$ cat config.mk
export PLATFORM = sky130hd
export DESIGN_NAME = csi_raw_unpacker
export DESIGN_NICKNAME = d
export VERILOG_FILES = /design/src/rtl/csi_raw_unpacker.sv
export SDC_FILE = /design/constraint.sdc
export NUM_CORES = 1
export LEC_CHECK = 0
export ABC_CLOCK_PERIOD_IN_PS = 11900
export BUFFER_PORTS_ARGS = -buffer_cell sky130_fd_sc_hd__buf_2
export CORE_MARGIN = 2
export CORE_UTILIZATION = 32
export CTS_CLUSTER_DIAMETER = 30
export DETAILED_ROUTE_END_ITERATION = 10
export GPL_ROUTABILITY_DRIVEN = 0
export SYNTH_ARGS = -nofsm -noshare
export SYNTH_HDL_FRONTEND = slang
export SYNTH_SLANG_ARGS = --single-unit
$ cat constraint.sdc
create_clock -name rxbyteclkhs -period 11.9 [get_ports rxbyteclkhs]
set_input_delay 1.19 -clock rxbyteclkhs [delete_from_list [all_inputs] [get_ports rxbyteclkhs]]
set_output_delay 1.19 -clock rxbyteclkhs [all_outputs]
set_load 0.05 [all_outputs]
$ cat src/rtl/csi_raw_unpacker.sv
// CSI-2 RAW8/RAW10/RAW12 byte-stream unpacker: regroups IN_BYTES-wide beats into
// words of four zero-extended pixels, with line-end residue checking and word counting.
module csi_raw_unpacker #(
    parameter int IN_BYTES       = 2,
    parameter int PIXEL_WIDTH    = 16,
    parameter int LINE_CNT_WIDTH = 16
) (
    input  logic                      rxbyteclkhs,
    input  logic                      reset,
    input  logic                      frame_active,
    input  logic [1:0]                mode,
    input  logic                      in_valid,
    input  logic [8*IN_BYTES-1:0]     data_in,
    input  logic                      line_end,
    output logic [4*PIXEL_WIDTH-1:0]  data_out,
    output logic                      out_valid,
    output logic                      err_partial,
    output logic [LINE_CNT_WIDTH-1:0] line_words
);
    localparam int BUF = 5 + IN_BYTES;
    localparam int CW  = $clog2(BUF + 1);

    typedef enum logic [1:0] {RAW8 = 2'b00, RAW10 = 2'b01, RAW12 = 2'b10, RSVD = 2'b11} mode_e;

    logic [BUF-1:0][7:0]             buf_q, cat, shifted;
    logic [BUF+5:0][7:0]             cat_ext;
    logic [CW-1:0]                   cnt_q, total, grp, rest_cnt;
    logic [LINE_CNT_WIDTH-1:0]       wcnt_q, wcnt_d, line_words_q;
    logic [3:0][PIXEL_WIDTH-1:0]     word_d, word_q;
    logic                            act_q, out_valid_q, err_q;
    logic                            take, emit;
    mode_e                           mode_q, mode_eff;

    assign data_out    = word_q;
    assign out_valid   = out_valid_q;
    assign err_partial = err_q;
    assign line_words  = line_words_q;

    always_comb begin
        // The first active cycle of a frame already decodes with the mode being latched.
        mode_eff = act_q ? mode_q : mode_e'(mode);
        case (mode_eff)
            RAW8:    grp = CW'(4);
            RAW10:   grp = CW'(5);
            default: grp = CW'(6);
        endcase
        take = frame_active && in_valid && (mode_eff != RSVD);

        cat = buf_q;
        for (int k = 0; k < BUF; k++)
            for (int j = 0; j < IN_BYTES; j++)
                if (take && (k == int'(cnt_q) + j))
                    cat[k] = data_in[8*(IN_BYTES-1-j) +: 8];

        total    = cnt_q + (take ? CW'(IN_BYTES) : '0);
        emit     = frame_active && (mode_eff != RSVD) && (total >= grp);
        rest_cnt = emit ? total - grp : total;

        cat_ext = {48'h0, cat};
        shifted = '0;
        for (int k = 0; k < BUF; k++)
            for (int s = 4; s <= 6; s++)
                if (int'(grp) == s)
                    shifted[k] = cat_ext[k+s];

        word_d = '0;
        case (mode_eff)
            RAW8: begin
                for (int i = 0; i < 4; i++)
                    word_d[i] = PIXEL_WIDTH'(cat[i]);
            end
            RAW10: begin
                for (int i = 0; i < 4; i++)
                    word_d[i] = PIXEL_WIDTH'({cat[i], cat[4][2*i +: 2]});
            end
            default: begin
                word_d[0] = PIXEL_WIDTH'({cat[0], cat[2][3:0]});
                word_d[1] = PIXEL_WIDTH'({cat[1], cat[2][7:4]});
                word_d[2] = PIXEL_WIDTH'({cat[3], cat[5][3:0]});
                word_d[3] = PIXEL_WIDTH'({cat[4], cat[5][7:4]});
            end
        endcase

        wcnt_d = wcnt_q;
        if (emit && !(&wcnt_q))
            wcnt_d = wcnt_q + 1'b1;
    end

    always_ff @(posedge rxbyteclkhs or posedge reset) begin
        if (reset) begin
            buf_q        <= '0;
            cnt_q        <= '0;
            wcnt_q       <= '0;
            mode_q       <= RAW8;
            act_q        <= 1'b0;
            word_q       <= '0;
            out_valid_q  <= 1'b0;
            err_q        <= 1'b0;
            line_words_q <= '0;
        end else if (!frame_active) begin
            // Frame abort: same as reset but the last line count stays visible.
            buf_q       <= '0;
            cnt_q       <= '0;
            wcnt_q      <= '0;
            mode_q      <= RAW8;
            act_q       <= 1'b0;
            word_q      <= '0;
            out_valid_q <= 1'b0;
            err_q       <= 1'b0;
        end else begin
            act_q       <= 1'b1;
            mode_q      <= mode_eff;
            out_valid_q <= emit;
            if (emit)
                word_q <= word_d;
            if (line_end) begin
                buf_q        <= '0;
                cnt_q        <= '0;
                err_q        <= (rest_cnt != '0);
                line_words_q <= wcnt_d;
                wcnt_q       <= '0;
            end else begin
                buf_q  <= emit ? shifted : cat;
                cnt_q  <= rest_cnt;
                err_q  <= 1'b0;
                wcnt_q <= wcnt_d;
            end
        end
    end
endmodule

# Word level (Yosys, flattened, before mapping)
# Cells that the tools add are included.
[totals]
reg_bits = 160
inputBits = 23
out_inout_bits = 82
wordCells = 110
[op_classes]
n_addsub = 4
n_lt_le_gt_ge = 1
eq_ne = 18
muxes = 43
reduce_logical = 26
[ops]
columns = ["cell", "n"]
rows = [
  ["8-bit two-way mux", 23],
  ["56-bit two-way mux", 3],
  ["64-bit two-way mux", 2],
  ["60-bit case mux with 2 select lines", 1],
  ["3-bit by 32-bit equality test with 1-bit output (first input constant)", 2],
  ["4-bit by 32-bit equality test with 1-bit output (first input constant)", 2],
  ["32-bit logical NOT", 2],
  ["16-bit two-way mux", 3],
  ["2-bit by 32-bit equality test with 1-bit output (first input constant)", 1],
  ["1-bit logical AND", 19],
  ["16-bit by 1-bit adder with 16-bit output (second input constant)", 1],
  ["16-bit AND reduction", 1],
  ["3-bit equality test (first input constant)", 4],
  ["3-bit two-way mux", 3],
  ["2-bit by 3-bit equality test with 1-bit output (first input constant)", 2],
  ["3-bit equality test (second input constant)", 2],
  ["2-bit two-way mux", 3],
  ["3-bit by 1-bit adder with 4-bit output (second input constant)", 1],
  ["3-bit by 4-bit equality test with 1-bit output (first input constant)", 1],
  ["1-bit two-way mux", 4],
  ["2-bit case mux with 2 select lines", 1],
  ["3-bit by 2-bit adder with 3-bit output", 1],
  ["3-bit by 2-bit equality test with 1-bit output (second input constant)", 1],
  ["3-bit >= comparator", 1],
  ["8 further kinds", 8],
]

# Longest topological paths before layout
[depth]
ltp_word = 12
ltp_mapped = 14
ltp_nobuf = 11

# Least setup slack after synthesis
# OpenSTA, ideal clock, no wires.
[synth_timing]
path_type = "input port to flip-flop"
start = "input port mode[0]"
end = "register word_q (netlist bit data_out[20])"
setup_ps = 121
arrival_time_ps = 3456
required_time_ps = 11779
setup_slack_ps = 8323
cell_stages = 12
path_buffers = 3
path_cell_list = "nand2b_1 o22a_1 inv_1 clkbuf_1 ha_1 nand2b_1 a21oi_1 or3_1 clkbuf_1 clkbuf_1 a21oi_1 a22o_1"
[synth_via]
elab_chain_len = 9
word_cells_on_any_way = 19
cone_classes = "add/sub (1); order compare (1); eq/ne (3); mux (8); reduce/logical (6)"
[synth_rtl]
columns = ["element", "line", "source"]
rows = [
  ["start, declared", "11", "input logic [1:0] mode,"],
  ["2-bit two-way mux *", "41", "mode_eff = act_q ? mode_q : mode_e'(mode);"],
  ["parallel branches: the longest is 8 deep, another holds 3-bit by 2-bit adder with 3-bit output", "--", ""],
  ["end signal, assigned", "115", "word_q <= word_d;"],
  ["end, declared", "29", "logic [3:0][PIXEL_WIDTH-1:0] word_d, word_q;"],
]
# Mark *: on every way between the ends. The select of a mux whose other input is x is not followed.
# A chain may end at the register's enable or synchronous reset.

# Final worst setup path
[layout_timing]
start = "input port mode[0]"
end = "register word_q (netlist bit data_out[27])"
# Same word-level chain as after synthesis.

==> results.yml <==
route:
  drt_wl_total_mm: 26.1
  detail-route-antenna-nets: 0
  dr.max_layer_used: "met4"
  dr_wl_met3_mm: 2.01
  dr.pass1.iters: 5
  drc: 0
  routedWlPerCell_um: 22.0
  met2_length_mm: 11.8
  first_iter_violations: 692
  via_count: 6935
  avgViaCountPerCell: 5.83
  met1_length_mm: 11.5
min_path:
  hold_class: "reg2reg"
clocking:
  clockRootBuffer: "clkbuf_16"
  postCtsSetupBuffers: 0
  tritoncts: "yes"
  numCtsBuffers: 17
  cts.sinks: 144
  cts_resized: 0
  cts-hold-fix-buffers: 0
  clk_pin_slew_ps: 70
  h-tree-depth: 4
  cts_buffer_depth: 2
  clkLatencyLatePin_ps: 440
sta:
  rsz0062_at_grt: "false"
  tns_ps: 0
  max_freq_mhz: 191
  hold_violations: 0
  tightest_slew_ps: 989
  fin_crit_sh: 0.439
  slew_headroom: 0.339
  clock-skew-final_ps: 14.3
  slew_viol_final: 0
  min_period_ps: 5220
  setup_viol: 0
setup_path:
  worstSetupEndpointType: "flip-flop"
  cp-start-kind: "input port"
  worstPathArrival_ps: 5520
  rrSetupSlack_ps: 6960
  cp_max_fo: 54
  worstPathRequired_ps: 12200
  critPathKind: "in2reg"
logic_synthesis:
  synth_seq_cells: 144
  synth.distinct_cells: 63
  synth_edf_count: 0
  synth.yosys.seq_area_share: 0.470
  synth_ff_type: "dfrtp_1"
  syn_area_sq_um: 7660
  async_flop_share: 1.00
  syn_inst: 803
  synthTopCellsByArea: "dfrtp_1, nor2_1, o22a_1"
  avgSynthCellArea_sq_um: 9.54
  yosys.area.top_type_share: 0.470
  synth_warnings: 0
  synth_top_cell_by_area: "dfrtp_1"
place:
  placed_cells: 1158
  port_buffers: 88
  place_hpwl_mm: 17.8
cells_and_area:
  diodes: 0
  fin_cells: 1190
  finalNetCount: 887
  area_growth_pct: 15.7
  drive_above_1_share: 0.166
power:
  p_clk_frac: 0.463
  p_leak_nw: 3.94
  intPower_mw: 0.813
  max-vdd-ir-drop_v: 0.0000861
  p_sw_mw: 0.332
  powerDensity_nw_per_um2: 129
  combPwrFrac: 0.105
  pwr-share-seq: 0.433
  switching_share: 0.290
floorplanning:
  chipWidth_um: 159
  coreArea_sq_um: 23500
  initial_utilization: 0.326
  dieArea_sq_um: 25200
  die_h_um: 159
  ios: 105
  fp-row-count: 56
flow_run:
  maxCapViolCount: 0
grt:
  grt_pass1_vias: 6728
  grt_first_pass_wirelength_mm: 40.6
  grt-ovfl-total: 0
  grt_max_degree: 74
  grt_usage: 0.208
  antenna_found_initial: 0
outcome:
  status: "complete, no violations"
==> sequential cells by signal (all words and copies together), names as in the netlist <==
| register | cells |
|---|---|
| buf_q | 56 |
| data_out | 48 |
| line_words | 16 |
| wcnt_q | 16 |
| cnt_q | 3 |
| mode_q | 2 |
| act_q | 1 |
| err_partial | 1 |
| out_valid | 1 |
==> critical path, cell delays in order <==
cell and delay (ps):
buf_2 140, nand2b_1 90, o22a_1 400, inv_1 120, buf_4 410, ha_1 350, nand2b_1 160, a21oi_1 260
or3_2 330, buf_4 530, inv_1 580, nand2_1 620, a2bb2oi_1 230, nor2_1 50
==> synth_stat cells (all sizes together) (6+ instances only) <==
library cell / instances
nand2b: 7
o22a: 37
inv: 18
o21ai: 28
nor3: 13
a21oi: 29
dfrtp: 144
xor2: 6
o221ai: 15
o2bb2ai: 8
a22oi: 20
buf: 34
a2bb2oi: 22
and3: 17
xnor2: 9
nand2: 79
o22ai: 44
a211oi: 6
nor2: 88
a221oi: 18
nand3: 14
a22o: 33
clkbuf: 42
==> layer usage <==
metal,up-vias,global-route usage
met5,-,0
met4,0,0.0742
met3,50,0.0449
met2,324,0.315
met1,3438,0.293
li1,3123,-
==> through the flow <==
step                      utilization  hold slack (ps)  setup slack, ps  total power [mW]  area (sq um)
final                           0.378              473             6680              1.15          8860
after detailed placement        0.353              467             6290             0.623          8290
after floorplan                     -              513             6840             0.586          7720
after CTS                       0.378              480             6760              1.15          8860
after global placement          0.353              461             6430             0.622          8290
after global routing            0.378              505             6450              1.18          8860
==> final timing paths <==
path | start | to | cells after the start
worst max-delay path | mode[0] | data_out[27]$_DFFE_PP0P_ | 14
worst min-delay path | line_words[15]$_DFFE_PP0P_ | line_words[15]$_DFFE_PP0P_ | 2
max in group asynchronous | reset | data_out[37]$_DFFE_PP0P_ | 3
worst max register to register | act_q$_DFF_PP0_ | data_out[27]$_DFFE_PP0P_ | 13
min in group asynchronous | reset | line_words[11]$_DFFE_PP0P_ | 2
worst min register to register | line_words[15]$_DFFE_PP0P_ | line_words[15]$_DFFE_PP0P_ | 2
==> layout by cell type, fill, tap and decap left out, types with 16 or more instances in the layout <==
| cell | n |
|---|---|
| nor2_1 | 87 |
| a22o_1 | 33 |
| dfrtp_1 | 144 |
| o22a_1 | 37 |
| a221oi_1 | 18 |
| a21oi_1 | 25 |
| a2bb2oi_1 | 21 |
| and3_1 | 17 |
| conb_1 | 16 |
| buf_2 | 88 |
| clkbuf_16 | 17 |
| o22ai_1 | 44 |
| a22oi_1 | 20 |
| nand2_1 | 79 |
| o21ai_0 | 21 |
==> kinds of logic after synthesis <==
kind of cell / synth area share
compound gates: 0.281
xor+xnor: 0.0171
fa+ha+maj: 0.0108
buf+inv: 0.0567
flops: 0.470
mux: 0.00392
other cells: 0.000489
simple gates: 0.160
==> area by class of cell <==
class / instances / area [sq um]
clock buffers: 17 / 425
multi-input cells: 580 / 3700
flip-flops and latches: 144 / 3600
well taps: 319 / 399
repair buffers: 97 / 508
clock inverters: 15 / 151
inverters: 18 / 72.6
fillers: 2421 / 14600
==> power by group through the flow <==
stage          sequential [mW]  combinational (mW)  clock (mW)
6_report                 0.496               0.120       0.530
5_1_grt                  0.496               0.128       0.559
4_1_cts                  0.496               0.118       0.537
3_5_place_dp             0.505               0.118           0
3_3_place_gp             0.505               0.118           0
2_1_floorplan            0.507              0.0795           0
(Power assumes the default switching activity.)
